[config.mk]
export PLATFORM = sky130hd
export DESIGN_NAME = tag_inv_ctrl_flat
export DESIGN_NICKNAME = d
export VERILOG_FILES = /design/src/rtl/tag_inv_pkg.sv /design/src/rtl/tag_inv_ctrl_if.sv /design/src/rtl/tag_inv_ctrl_slot_ctr.sv /design/src/rtl/tag_inv_ctrl.sv /design/src/flat_wrapper.sv
export SDC_FILE = /design/constraint.sdc
export NUM_CORES = 1
export LEC_CHECK = 0
export ABC_AREA = 1
export CORE_UTILIZATION = 35
export DETAILED_ROUTE_END_ITERATION = 6
export GPL_TIMING_DRIVEN = 0
export PLACE_DENSITY_LB_ADDON = 0.2
export SYNTH_ARGS = -nofsm -noshare
export SYNTH_HDL_FRONTEND = slang
export SYNTH_SLANG_ARGS = --single-unit
[constraint.sdc]
create_clock -name clk -period 6.7 [get_ports clk]
set_input_delay 1.34 -clock clk [delete_from_list [all_inputs] [get_ports clk]]
set_output_delay 1.34 -clock clk [all_outputs]
set_load 0.005 [all_outputs]
[src/rtl/tag_inv_pkg.sv]
`default_nettype none
// ============================================================================
// tag_inv_pkg : tag state, reply-type and command-bit encodings for tag_inv_ctrl
// Rev 1.0
// ============================================================================
package tag_inv_pkg;

  typedef enum logic [2:0] {
    ST_READY = 3'd0,
    ST_ARB   = 3'd1,
    ST_REPLY = 3'd2,
    ST_ACK   = 3'd3,
    ST_OPEN  = 3'd4
  } inv_state_e;

  typedef enum logic [2:0] {
    TX_NONE    = 3'd0,
    TX_RN16    = 3'd1,
    TX_EPC     = 3'd2,
    TX_HANDLE  = 3'd3,
    TX_CMDRESP = 3'd4
  } tx_sel_e;

  typedef enum logic [2:0] {
    SLOT_HOLD = 3'd0,
    SLOT_LOAD = 3'd1,
    SLOT_DEC  = 3'd2,
    SLOT_MAX  = 3'd3,
    SLOT_CLR  = 3'd4
  } slot_op_e;

  localparam int C_CMD_QUERYREP = 0;
  localparam int C_CMD_ACK      = 1;
  localparam int C_CMD_QUERY    = 2;
  localparam int C_CMD_QUERYADJ = 3;
  localparam int C_CMD_SELECT   = 4;
  localparam int C_CMD_NACK     = 5;
  localparam int C_CMD_REQRN    = 6;
  localparam int C_CMD_READ     = 7;
  localparam int C_CMD_WRITE    = 8;
  localparam int C_CMD_CUSTOM11 = 11;

  // UpDn: 2'b11 steps up, 2'b01 steps down, anything else holds; clamps at 0 and 15
  function automatic logic [3:0] q_adjust(input logic [3:0] q, input logic [1:0] updn);
    q_adjust = q;
    if (updn == 2'b11 && q != 4'd15) q_adjust = q + 4'd1;
    else if (updn == 2'b01 && q != 4'd0) q_adjust = q - 4'd1;
  endfunction

endpackage
`default_nettype wire

[src/rtl/tag_inv_ctrl_if.sv]
`default_nettype none
// ============================================================================
// tag_inv_ctrl_if : parser-side inputs and tx-side outputs of tag_inv_ctrl
// Rev 1.0
// ============================================================================
interface tag_inv_ctrl_if #(
  parameter int CMD_W  = 13,
  parameter int SLOT_W = 15
);
  logic [CMD_W-1:0]  cmd_in;
  logic              packet_done;
  logic              crc5_bad;
  logic              crc16_bad;
  logic [3:0]        q_query;
  logic [1:0]        q_adj;
  logic [15:0]       rn_in;
  logic              rn_match;
  logic              tx_busy;
  logic [2:0]        inv_state;
  logic              tx_start;
  logic [2:0]        tx_sel;
  logic [CMD_W-1:0]  resp_cmd;
  logic [15:0]       rn16;
  logic [SLOT_W-1:0] slot;
  logic [3:0]        q_cur;
  logic              cmd_drop;

  modport master (
    output cmd_in, packet_done, crc5_bad, crc16_bad, q_query, q_adj, rn_in, rn_match, tx_busy,
    input  inv_state, tx_start, tx_sel, resp_cmd, rn16, slot, q_cur, cmd_drop
  );

  modport slave (
    input  cmd_in, packet_done, crc5_bad, crc16_bad, q_query, q_adj, rn_in, rn_match, tx_busy,
    output inv_state, tx_start, tx_sel, resp_cmd, rn16, slot, q_cur, cmd_drop
  );
endinterface
`default_nettype wire

[src/rtl/tag_inv_ctrl_slot_ctr.sv]
`default_nettype none
// ============================================================================
// inv_slot_ctr : Gen2 slot counter with Q-masked load and wrapping decrement
// Rev 1.0
// ============================================================================
module inv_slot_ctr
  import tag_inv_pkg::*;
#(
  parameter int SLOT_W = 15
) (
  input  wire               clk,
  input  wire               reset,
  input  wire slot_op_e     op,
  input  wire [3:0]         q,
  input  wire [15:0]        rn,
  output logic [SLOT_W-1:0] slot,
  output logic              next_zero
);

  logic [SLOT_W-1:0] slot_q, slot_d, load_val;

  always_comb begin
    load_val = SLOT_W'(32'(rn) & ((32'd1 << q) - 32'd1));
    slot_d   = slot_q;
    case (op)
      SLOT_LOAD: slot_d = load_val;
      // decrementing from zero wraps to all-ones, which is the Gen2 rule
      SLOT_DEC:  slot_d = slot_q - SLOT_W'(1);
      SLOT_MAX:  slot_d = '1;
      SLOT_CLR:  slot_d = '0;
      default:   slot_d = slot_q;
    endcase
    next_zero = (slot_d == '0);
  end

  always_ff @(posedge clk or negedge reset) begin
    if (!reset) slot_q <= '0;
    else        slot_q <= slot_d;
  end

  assign slot = slot_q;

endmodule
`default_nettype wire

[src/rtl/tag_inv_ctrl.sv]
`default_nettype none
// ============================================================================
// tag_inv_ctrl : Gen2 tag inventory/access FSM, RN16/handle and reply requests
// Rev 1.0
// ============================================================================
module tag_inv_ctrl
  import tag_inv_pkg::*;
#(
  parameter int         CMD_W   = 13,
  parameter int         SLOT_W  = 15,
  parameter logic [3:0] Q_RESET = 4'd4
) (
  input wire            clk,
  input wire            reset,
  tag_inv_ctrl_if.slave bus
);

  inv_state_e        state_q, state_d;
  tx_sel_e           tx_sel_q, tx_sel_d;
  logic              tx_start_q, tx_start_d;
  logic              cmd_drop_q, cmd_drop_d;
  logic [CMD_W-1:0]  resp_cmd_q, resp_cmd_d;
  logic [15:0]       rn16_q, rn16_d;
  logic [15:0]       handle_q, handle_d;
  logic [3:0]        q_q, q_d, q_load;
  logic              pd_q;
  slot_op_e          slot_op;
  logic              slot_next_zero;
  logic [SLOT_W-1:0] slot;

  logic ev, crc_fail, cmd_ok, accept;
  logic is_qrep, is_ack, is_query, is_qadj, is_sel, is_nack, is_reqrn, is_access, load_cmd;

  assign is_qrep   = bus.cmd_in[C_CMD_QUERYREP];
  assign is_ack    = bus.cmd_in[C_CMD_ACK];
  assign is_query  = bus.cmd_in[C_CMD_QUERY];
  assign is_qadj   = bus.cmd_in[C_CMD_QUERYADJ];
  assign is_sel    = bus.cmd_in[C_CMD_SELECT];
  assign is_nack   = bus.cmd_in[C_CMD_NACK];
  assign is_reqrn  = bus.cmd_in[C_CMD_REQRN];
  assign is_access = |bus.cmd_in[CMD_W-1:C_CMD_READ];

  assign ev       = bus.packet_done & ~pd_q;
  assign crc_fail = (is_query & bus.crc5_bad) |
                    ((is_sel | is_reqrn | bus.cmd_in[C_CMD_READ] | bus.cmd_in[C_CMD_WRITE] |
                      bus.cmd_in[C_CMD_CUSTOM11]) & bus.crc16_bad);
  assign cmd_ok   = ev & $onehot(bus.cmd_in) & ~crc_fail;
  // Select still applies while the tx path is busy; everything else is dropped
  assign accept   = cmd_ok & (~bus.tx_busy | is_sel);
  assign load_cmd = is_query | (is_qadj & (state_q != ST_READY));
  assign q_load   = is_query ? bus.q_query : q_adjust(q_q, bus.q_adj);

  // Slot op is decided apart from the FSM so the counter's next_zero can feed it back
  always_comb begin
    slot_op = SLOT_HOLD;
    if (accept) begin
      if (is_sel)                                     slot_op = SLOT_CLR;
      else if (load_cmd)                              slot_op = SLOT_LOAD;
      else if (is_qrep && state_q == ST_ARB)          slot_op = SLOT_DEC;
      else if (is_qrep && state_q != ST_READY)        slot_op = SLOT_MAX;
    end
  end

  inv_slot_ctr #(.SLOT_W(SLOT_W)) u_slot_ctr (
    .clk       (clk),
    .reset     (reset),
    .op        (slot_op),
    .q         (q_load),
    .rn        (bus.rn_in),
    .slot      (slot),
    .next_zero (slot_next_zero)
  );

  always_comb begin
    state_d    = state_q;
    tx_start_d = 1'b0;
    tx_sel_d   = tx_sel_q;
    resp_cmd_d = resp_cmd_q;
    rn16_d     = rn16_q;
    handle_d   = handle_q;
    q_d        = q_q;
    cmd_drop_d = cmd_ok & ~accept;
    if (accept) begin
      if (is_sel) begin
        state_d = ST_READY;
        q_d     = Q_RESET;
      end else if (load_cmd) begin
        q_d    = q_load;
        rn16_d = bus.rn_in;
        if (slot_next_zero) begin
          state_d    = ST_REPLY;
          tx_start_d = 1'b1;
          tx_sel_d   = TX_RN16;
        end else begin
          state_d = ST_ARB;
        end
      end else if (is_qrep) begin
        if (state_q == ST_ARB) begin
          if (slot_next_zero) begin
            state_d    = ST_REPLY;
            rn16_d     = bus.rn_in;
            tx_start_d = 1'b1;
            tx_sel_d   = TX_RN16;
          end
        end else if (state_q != ST_READY) begin
          state_d = ST_ARB;
        end
      end else if (is_ack) begin
        if (state_q == ST_REPLY || state_q == ST_ACK) begin
          if (bus.rn_match) begin
            state_d    = ST_ACK;
            tx_start_d = 1'b1;
            tx_sel_d   = TX_EPC;
          end else begin
            state_d = ST_ARB;
          end
        end
      end else if (is_nack) begin
        if (state_q != ST_READY) state_d = ST_ARB;
      end else if (is_reqrn) begin
        if (bus.rn_match && state_q == ST_ACK) begin
          state_d    = ST_OPEN;
          rn16_d     = bus.rn_in;
          handle_d   = bus.rn_in;
          tx_start_d = 1'b1;
          tx_sel_d   = TX_HANDLE;
        end else if (bus.rn_match && state_q == ST_OPEN) begin
          rn16_d     = bus.rn_in;
          tx_start_d = 1'b1;
          tx_sel_d   = TX_RN16;
        end
      end else if (is_access && bus.rn_match && state_q == ST_OPEN) begin
        resp_cmd_d = bus.cmd_in;
        tx_start_d = 1'b1;
        tx_sel_d   = TX_CMDRESP;
      end
    end
  end

  always_ff @(posedge clk or negedge reset) begin
    if (!reset) begin
      state_q    <= ST_READY;
      tx_start_q <= 1'b0;
      tx_sel_q   <= TX_NONE;
      resp_cmd_q <= '0;
      rn16_q     <= '0;
      handle_q   <= '0;
      q_q        <= Q_RESET;
      cmd_drop_q <= 1'b0;
      pd_q       <= 1'b0;
    end else begin
      state_q    <= state_d;
      tx_start_q <= tx_start_d;
      tx_sel_q   <= tx_sel_d;
      resp_cmd_q <= resp_cmd_d;
      rn16_q     <= rn16_d;
      handle_q   <= handle_d;
      q_q        <= q_d;
      cmd_drop_q <= cmd_drop_d;
      pd_q       <= bus.packet_done;
    end
  end

  assign bus.inv_state = state_q;
  assign bus.tx_start  = tx_start_q;
  assign bus.tx_sel    = tx_sel_q;
  assign bus.resp_cmd  = resp_cmd_q;
  assign bus.rn16      = rn16_q;
  assign bus.slot      = slot;
  assign bus.q_cur     = q_q;
  assign bus.cmd_drop  = cmd_drop_q;

endmodule
`default_nettype wire

[src/flat_wrapper.sv]
// flat-port wrapper written by rule: the top's interface ports become plain ports
module tag_inv_ctrl_flat import tag_inv_pkg::*;
#(
  parameter int         CMD_W   = 13,
  parameter int         SLOT_W  = 15,
  parameter logic [3:0] Q_RESET = 4'd4
)
  (clk, reset, bus_cmd_in, bus_packet_done, bus_crc5_bad, bus_crc16_bad, bus_q_query, bus_q_adj, bus_rn_in, bus_rn_match, bus_tx_busy, bus_inv_state, bus_tx_start, bus_tx_sel, bus_resp_cmd, bus_rn16, bus_slot, bus_q_cur, bus_cmd_drop);
  tag_inv_ctrl_if #(.CMD_W(CMD_W), .SLOT_W(SLOT_W)) bus_i ();
  input wire clk;
  input wire reset;
  input wire logic [$bits(bus_i.cmd_in)-1:0] bus_cmd_in;
  input wire logic [$bits(bus_i.packet_done)-1:0] bus_packet_done;
  input wire logic [$bits(bus_i.crc5_bad)-1:0] bus_crc5_bad;
  input wire logic [$bits(bus_i.crc16_bad)-1:0] bus_crc16_bad;
  input wire logic [$bits(bus_i.q_query)-1:0] bus_q_query;
  input wire logic [$bits(bus_i.q_adj)-1:0] bus_q_adj;
  input wire logic [$bits(bus_i.rn_in)-1:0] bus_rn_in;
  input wire logic [$bits(bus_i.rn_match)-1:0] bus_rn_match;
  input wire logic [$bits(bus_i.tx_busy)-1:0] bus_tx_busy;
  output wire logic [$bits(bus_i.inv_state)-1:0] bus_inv_state;
  output wire logic [$bits(bus_i.tx_start)-1:0] bus_tx_start;
  output wire logic [$bits(bus_i.tx_sel)-1:0] bus_tx_sel;
  output wire logic [$bits(bus_i.resp_cmd)-1:0] bus_resp_cmd;
  output wire logic [$bits(bus_i.rn16)-1:0] bus_rn16;
  output wire logic [$bits(bus_i.slot)-1:0] bus_slot;
  output wire logic [$bits(bus_i.q_cur)-1:0] bus_q_cur;
  output wire logic [$bits(bus_i.cmd_drop)-1:0] bus_cmd_drop;
  assign bus_i.cmd_in = bus_cmd_in;
  assign bus_i.packet_done = bus_packet_done;
  assign bus_i.crc5_bad = bus_crc5_bad;
  assign bus_i.crc16_bad = bus_crc16_bad;
  assign bus_i.q_query = bus_q_query;
  assign bus_i.q_adj = bus_q_adj;
  assign bus_i.rn_in = bus_rn_in;
  assign bus_i.rn_match = bus_rn_match;
  assign bus_i.tx_busy = bus_tx_busy;
  assign bus_inv_state = bus_i.inv_state;
  assign bus_tx_start = bus_i.tx_start;
  assign bus_tx_sel = bus_i.tx_sel;
  assign bus_resp_cmd = bus_i.resp_cmd;
  assign bus_rn16 = bus_i.rn16;
  assign bus_slot = bus_i.slot;
  assign bus_q_cur = bus_i.q_cur;
  assign bus_cmd_drop = bus_i.cmd_drop;
  tag_inv_ctrl #(.CMD_W(CMD_W), .SLOT_W(SLOT_W), .Q_RESET(Q_RESET)) u_core (.clk(clk), .reset(reset), .bus(bus_i));
endmodule
==> reports/metrics.yaml <==
status: "finished clean"
post-route-period-util_pct: 95.1
max_cap_violations: 0
hold_violations: 0
synthAdderAreaFrac_pct: 8.41
clockBufferDepth: 2
final_cells: 834
worst_path_max_delay_cell: "fa_1"
clock_skew_ns: 0.00503
synth-simple-area-share_pct: 38.0
worstMarginPinSlew_ns: 0.825
p_leak_nw: 2.79
numPortBuffers: 92
syn_to_final_growth_pct: 31.3
vias_per_cell: 4.88
fmax_mhz: 157
synthFlopType: "dfrtp_1"
grt_pass1_wl_mm: 19.3
antenna_found_initial: 0
grt_max_degree: 30
wl_per_cell_um: 13.9
place_area_um2: 5420
synth.top_cells.by_area: "dfrtp_1, nand2_1, inv_1, nand3_1, nor2_1"
worstSetupEndpoint: "u_core.bus.rn16[4]"
rsz0062_at_grt: "no"
r2r_cells: 27
final_area_um2: 5630
drive_gt1_share_pct: 16.4
synth_edf_count: 0
hold_path_startpoint: "u_core.bus.resp_cmd[2]"
gp_congestion: 0.891
min_period_ns: 6.37
synthDominantCellAreaShare_pct: 29.8
cts_root_buf: "clkbuf_16"
crit_fanout: 10
placedCellCount: 820
critPathLaunchType: "input port"
critical_path.startpoint: "bus_cmd_in[0]"
grt.overflow.total: 0
cpPeakStageDelay_ns: 0.54
reg2reg_from: "u_core.bus.q_cur[0]"
power.total_mw: 1.54
cp_common_cell: "fa_1"
synth-seq-cells: 52
fin_nets: 752
synth_top_family_by_area: "simple AND/OR/NAND/NOR gates"
drc: 0
worst_hold_slack_ns: 0.468
crit_path_end_kind: "register"
first_global_vias: 4035
io_pins: 98
dieHeight_um: 113
drv_slew: 0
rows: 40
synth_seq_area_share_pct: 30.4
synthDistinctLibCells: 50
yosysTopAreaCell: "dfrtp_1"
clk_latency_ns: 0.30
ir_worst_vdd_mv: 0.114
hold_class: "register to register"
arrival_ns: 6.56
fillCellCount: 1184
num_vias: 4071
setup_viol: 0
yosys_warnings: 0
numClockSinks: 52
path_clk_slew_ns: 0.07
r2r_setup_slack_ns: 3.08
synth_compound_area_share_pct: 9.43
firstDrtPassIters: 5
htreeDepth: 2
multi_input_area_um2: 2560
dr.first_iter.drc_count: 193
max_slew_margin_pct: 45.0
start_util_pct: 35.8
die_area_um2: 12700
p_per_area_nw_per_um2: 274
synth.avg_cell_area_um2: 7.44
syn_area_um2: 4290
seqCellArea_um2: 1300
crit_required_ns: 6.89
dpl.hpwl_mm: 9.16
grt_usage_pct: 19.0
n_antenna_cell: 0
die_w_um: 113
cts_buffers: 5
core_um2: 12000
setup_tns_ns: 0
synth_common_cells: "nand2_1, inv_1, nor2_1"
critPathKind: "input port to register"
synth_xor_area_share_pct: 1.84
hold_buffers: 0
tritoncts: "yes"
synth_cells: 576
wl_mm: 11.6
synth.most_common_cell: "nand2_1"
async_flop_share_pct: 100
synthMuxAreaShare_pct: 1.05
antenna_left: 0
r2r_end: "u_core.bus.rn16[4]"
-- layer usage --
| layer | global-route usage, % | share of wire (%) |
|---|---|---|
| met1 | 24.4 | 44 |
| met2 | 32.6 | 48 |
| met3 | 3.29 | 6.4 |
| met4 | 5.51 | 1.4 |
| met5 | 0 | 0 |
-- flip-flops by register name (all words and copies together) (netlist names) --
register / cells
u_core.u_slot_ctr.slot: 15
u_core.bus.q_cur: 4
u_core.bus.tx_sel: 3
u_core.bus.cmd_drop: 1
u_core.pd_q: 1
u_core.bus.rn16: 16
u_core.bus.tx_start: 1
u_core.bus.resp_cmd: 8
u_core.bus.inv_state: 3
-- worst max-delay path: cells and delay by family --
| kind | cells | cell delay, ns |
|---|---|---|
| fa+ha+maj | 6 | 2.59 |
| simple gates | 16 | 1.75 |
| compound gates | 2 | 0.19 |
| buf+inv | 5 | 0.68 |
-- where the power goes --
part	switching, mW	leakage (nW)	internal (mW)
sequential	0.0921	0.665	0.399
combinational	0.418	2.06	0.371
clock	0.122	0.0671	0.140
-- kinds of logic (layout without fill, tap and decap cells) --
group,Yosys count,after routing
adders and majority gates,24,24
buffers and inverters,103,210
AOI/OAI and AO/OA,60,60
and+or+nand+nor,323,323
other,1,5
muxes,4,4
DFF,52,52
xor gates and xnor gates,9,9
-- placed cells by master, fill, tap and decap left out, types with 7 or more instances in the layout --
| cell type | synthesis | layout |
|---|---|---|
| nand4_1 | 12 | 12 |
| inv_1 | 83 | 81 |
| dfrtp_1 | 51 | 51 |
| nand2_1 | 131 | 131 |
| nand3_2 | 9 | 9 |
| nor2_1 | 57 | 56 |
| o21ai_0 | 14 | 14 |
| ha_1 | 16 | 16 |
| nand2_2 | 20 | 19 |
| buf_4 | 5 | 11 |
| clkdlybuf4s50_1 | 0 | 84 |
| a21oi_1 | 16 | 16 |
| nand3_1 | 54 | 54 |
| nor3_1 | 8 | 8 |
| xor2_1 | 7 | 7 |
| o21ai_2 | 9 | 9 |
| nand2_4 | 9 | 9 |
| inv_2 | 6 | 8 |
| fa_1 | 8 | 7 |
-- metrics by stage --
stage               util (%)  worst slack, ns
floorplan                  -            0.585
global placement        45.2           -0.825
detailed placement      45.3           -0.934
CTS                     47.1           0.0417
global route            47.1           0.0385
finish                  47.1            0.329
-- area by class of cell --
cell class                      count  share of cell area, %
Multi-Input combinational cell    425                   45.5
Sequential cell                    52                   23.1
Timing Repair Buffer               99                   17.3
Inverter                           92                   6.20
Tap cell                          147                   3.27
Clock buffer                        6                   2.29
Buffer                             11                   2.04
Clock inverter                      2                  0.289
-- worst min path at each step --
stage          cells past startpoint                      to
3_5_place_dp                       2  u_core.bus.resp_cmd[2]
6_report                           2  u_core.bus.resp_cmd[2]
3_3_place_gp                       2  u_core.bus.resp_cmd[2]
4_1_cts                            2  u_core.bus.resp_cmd[2]
2_1_floorplan                      2  u_core.bus.resp_cmd[2]
5_1_grt                            2  u_core.bus.resp_cmd[2]
-- what timing repair did --
action	in CTS	in global routing
resized for setup	12	12
pin swaps	6	4
setup buffers	6	0
setup endpoints to repair	23	23
(Power assumes the default switching activity.)
==> variant: new RTL, same flow settings <==
`SLOT_W` is set to 15 in 4 places; all go to 30.
--- a/src/rtl/tag_inv_ctrl_if.sv
+++ b/src/rtl/tag_inv_ctrl_if.sv
@@ -7,3 +7,3 @@
   parameter int CMD_W  = 13,
-  parameter int SLOT_W = 15
+  parameter int SLOT_W = 30
 );
--- a/src/rtl/tag_inv_ctrl_slot_ctr.sv
+++ b/src/rtl/tag_inv_ctrl_slot_ctr.sv
@@ -8,3 +8,3 @@
 #(
-  parameter int SLOT_W = 15
+  parameter int SLOT_W = 30
 ) (
--- a/src/rtl/tag_inv_ctrl.sv
+++ b/src/rtl/tag_inv_ctrl.sv
@@ -9,3 +9,3 @@
   parameter int         CMD_W   = 13,
-  parameter int         SLOT_W  = 15,
+  parameter int         SLOT_W  = 30,
   parameter logic [3:0] Q_RESET = 4'd4
--- a/src/flat_wrapper.sv
+++ b/src/flat_wrapper.sv
@@ -4,3 +4,3 @@
   parameter int         CMD_W   = 13,
-  parameter int         SLOT_W  = 15,
+  parameter int         SLOT_W  = 30,
   parameter logic [3:0] Q_RESET = 4'd4
Interface: changed (resized bus_slot); port bits go from 98 to 113. The function was not compared with the original's and may differ.
==> variant against the unedited design <==
  * Global-route usage grew 2.5 points
  * Core utilization is 2.1 points higher
  * Synthesized area increased by 22%
  * Sequential cell count increased by 15
  * Design area rose by 27%
  * Clock skew is 0.0044 ns higher
  * Critical path depth is 2 higher
  * Worst setup slack worse by 0.15 ns
  * Total power increased by 23%
  * Routed wire length increased by 40%
  * Critical path type unchanged
  * Largest cell class unchanged
==> variant: results (changes against the unedited design) <==
[outcome]
outcome = complete, no violations

[synth]
synth_mux_area_share_pct = 0.8598  ; -0.19 points
synthAdderAreaFrac_pct = 6.878  ; -1.5 points
synthTopCellsByArea = dfrtp_1 (32%), nand2_1 (18%), inv_1 (8.5%), nand3_1 (8.0%), nor2_1 (7.3%)
seq_area_frac_synth_pct = 32.03  ; +1.6 points
synth_top_cell_by_area = dfrtp_1
synth_commonest_cells = nand2_1 (248), inv_1 (119), nor2_1 (102)
synth_xor_area_share_pct = 3.176  ; +1.3 points
synth-async-reset-ratio_pct = 100.0  ; unchanged
yosysUniqueCellTypes = 42  ; -16%
yosys_warnings = 0  ; unchanged
synth_compound_area_share_pct = 7.476  ; -2.0 points

[detailed_routing]
drtIter0Drc = 342  ; +77%
vias_per_cell = 4.810  ; -1.5%
wl_um = 16300  ; +40%
drt-pass1-iter-count = 5  ; unchanged

[timing]
tightest_slew_ns = 0.6096  ; -0.2149 ns
whs_ns = 0.4706  ; +0.002455 ns
skew_ns = 0.009442  ; +0.004413 ns
fin_crit_sh_pct = 97.34  ; +2.3 points

[global_route]
grt_pass1_wl_um = 26260  ; +36%
antenna_found_initial = 0  ; unchanged
first_global_vias = 5095  ; +26%
grt_start_max_net_pins = 37  ; +23%
track_usage_pct = 21.53  ; +2.5 points

[finish]
drive_gt1_share_pct = 10.96  ; -5.5 points
n_antenna_cell = 0  ; unchanged
largest_reg_flops = 30  ; +14
fill_cells = 1501  ; +27%
finalNetCount = 1001  ; +33%

[place]
dp_slack_ns = -1.418  ; -0.4843 ns
post-dp-hpwl_um = 12340  ; +35%
portBuffers = 107  ; +16%
gp_congestion = 0.9111  ; +2.3%

[setup_path]
rrSetupSlack_ns = 2.86  ; -0.22 ns
cpMaxStageDelayCell = fa_1
crit_fanout = 7  ; -3
slowest_delay_ns = 0.58  ; +0.04 ns
arrival_ns = 6.81  ; +0.25 ns

[clock_network]
insertion_delay_ns = 0.35  ; +0.05 ns
cts_made_buffers = 9  ; +4
cts_hold_buf = 0  ; unchanged
root_buffer = clkbuf_16
cts_buffer_depth = 2  ; unchanged
clk_pin_slew_ns = 0.06
htreeDepth = 3  ; +1

[power_and_ir_drop]
vdd_ir_drop_max_v = 0.0001376  ; +20%
p_leak_nw = 3.677  ; +32%

[worst_hold_path]
min_path_type = reg -> reg

==> variant: cell types whose count changed after synthesis, sizes merged, moves of 5 or more <==
| cell | before | now |
|---|---|---|
| a21oi | 18 | 11 |
| or2 | 5 | 10 |
| o21ai | 27 | 32 |
| inv | 90 | 124 |
| xor2 | 7 | 16 |
| nand2 | 160 | 253 |
| nand3 | 65 | 87 |
| nand3b | 5 | 0 |
| dfrtp | 51 | 66 |
| nor2 | 65 | 106 |
==> variant: worst max-delay path, delay by kind of cell <==
kind                     cells  cell delay [ns]
buffers and inverters        6             0.68
AND/OR/NAND/NOR             19             2.19
adder cells (fa/ha/maj)      6             2.60
==> variant: final cells by class <==
class                   instances  share of cell area [%]
plain buffers                  14                   1.571
clock buffers                  12                   3.579
clock inverters                 4                   1.013
inverters                     125                   6.582
multi-input cells             593                   43.78
flip-flops and latches         67                   23.41
well taps                     184                   3.212
repair buffers                125                   16.85
==> variant: path summary, 6_finish.rpt <==
check	cells past startpoint	endpoint	startpoint
setup / recovery	31	u_core.bus.inv_state[0]	bus_cmd_in[1]
hold / removal	2	u_core.bus.resp_cmd[2]	u_core.bus.resp_cmd[2]
setup reg to reg	28	u_core.bus.inv_state[0]	u_core.bus.q_cur[0]
max in group asynchronous	2	u_core.u_slot_ctr.slot[20]	reset
hold reg to reg	2	u_core.bus.resp_cmd[2]	u_core.bus.resp_cmd[2]
min in group asynchronous	1	u_core.bus.rn16[4]	reset
==> variant: cells by family after synthesis <==
group	count (synthesis)
AO/OA/AOI/OAI	66
other	1
XOR/XNOR	19
multiplexers	4
AND/OR/NAND/NOR	475
buffers and inverters	139
adder cells (fa/ha/maj)	24
flip-flops	67
==> variant: power breakdown <==
group          switching [W]  internal [W]
logic               0.000416      0.000358
clock network       0.000191      0.000346
registers           0.000102      0.000488
==> variant: layer usage <==
metal  wire (um)  GRT usage, %  vias to the layer above
li1            -             -                     2781
met1        7752         28.72                     2468
met2        7614         34.77                      135
met3         625         3.565                       23
met4         308         8.221                        0
met5           0             0                        -
==> variant: metrics by stage <==
step	TNS, ns	area, um^2	instances
CTS	0	7007	1116
detailed placement	-31.50	6573	1091
floorplan	0	5254	799
finish	0	7167	1124
global route	-0.09881	7167	1124
global placement	-30.92	6555	1090
==> variant: repair_timing <==
action | 4_1_cts | 5_1_grt
resized for setup | 36 | 34
cloned | 2 | 2
buffers inserted | 7 | 5
endpoints found under the hold margin | 0 | 0
setup endpoints to repair | 23 | 23
pin swaps | 5 | 20
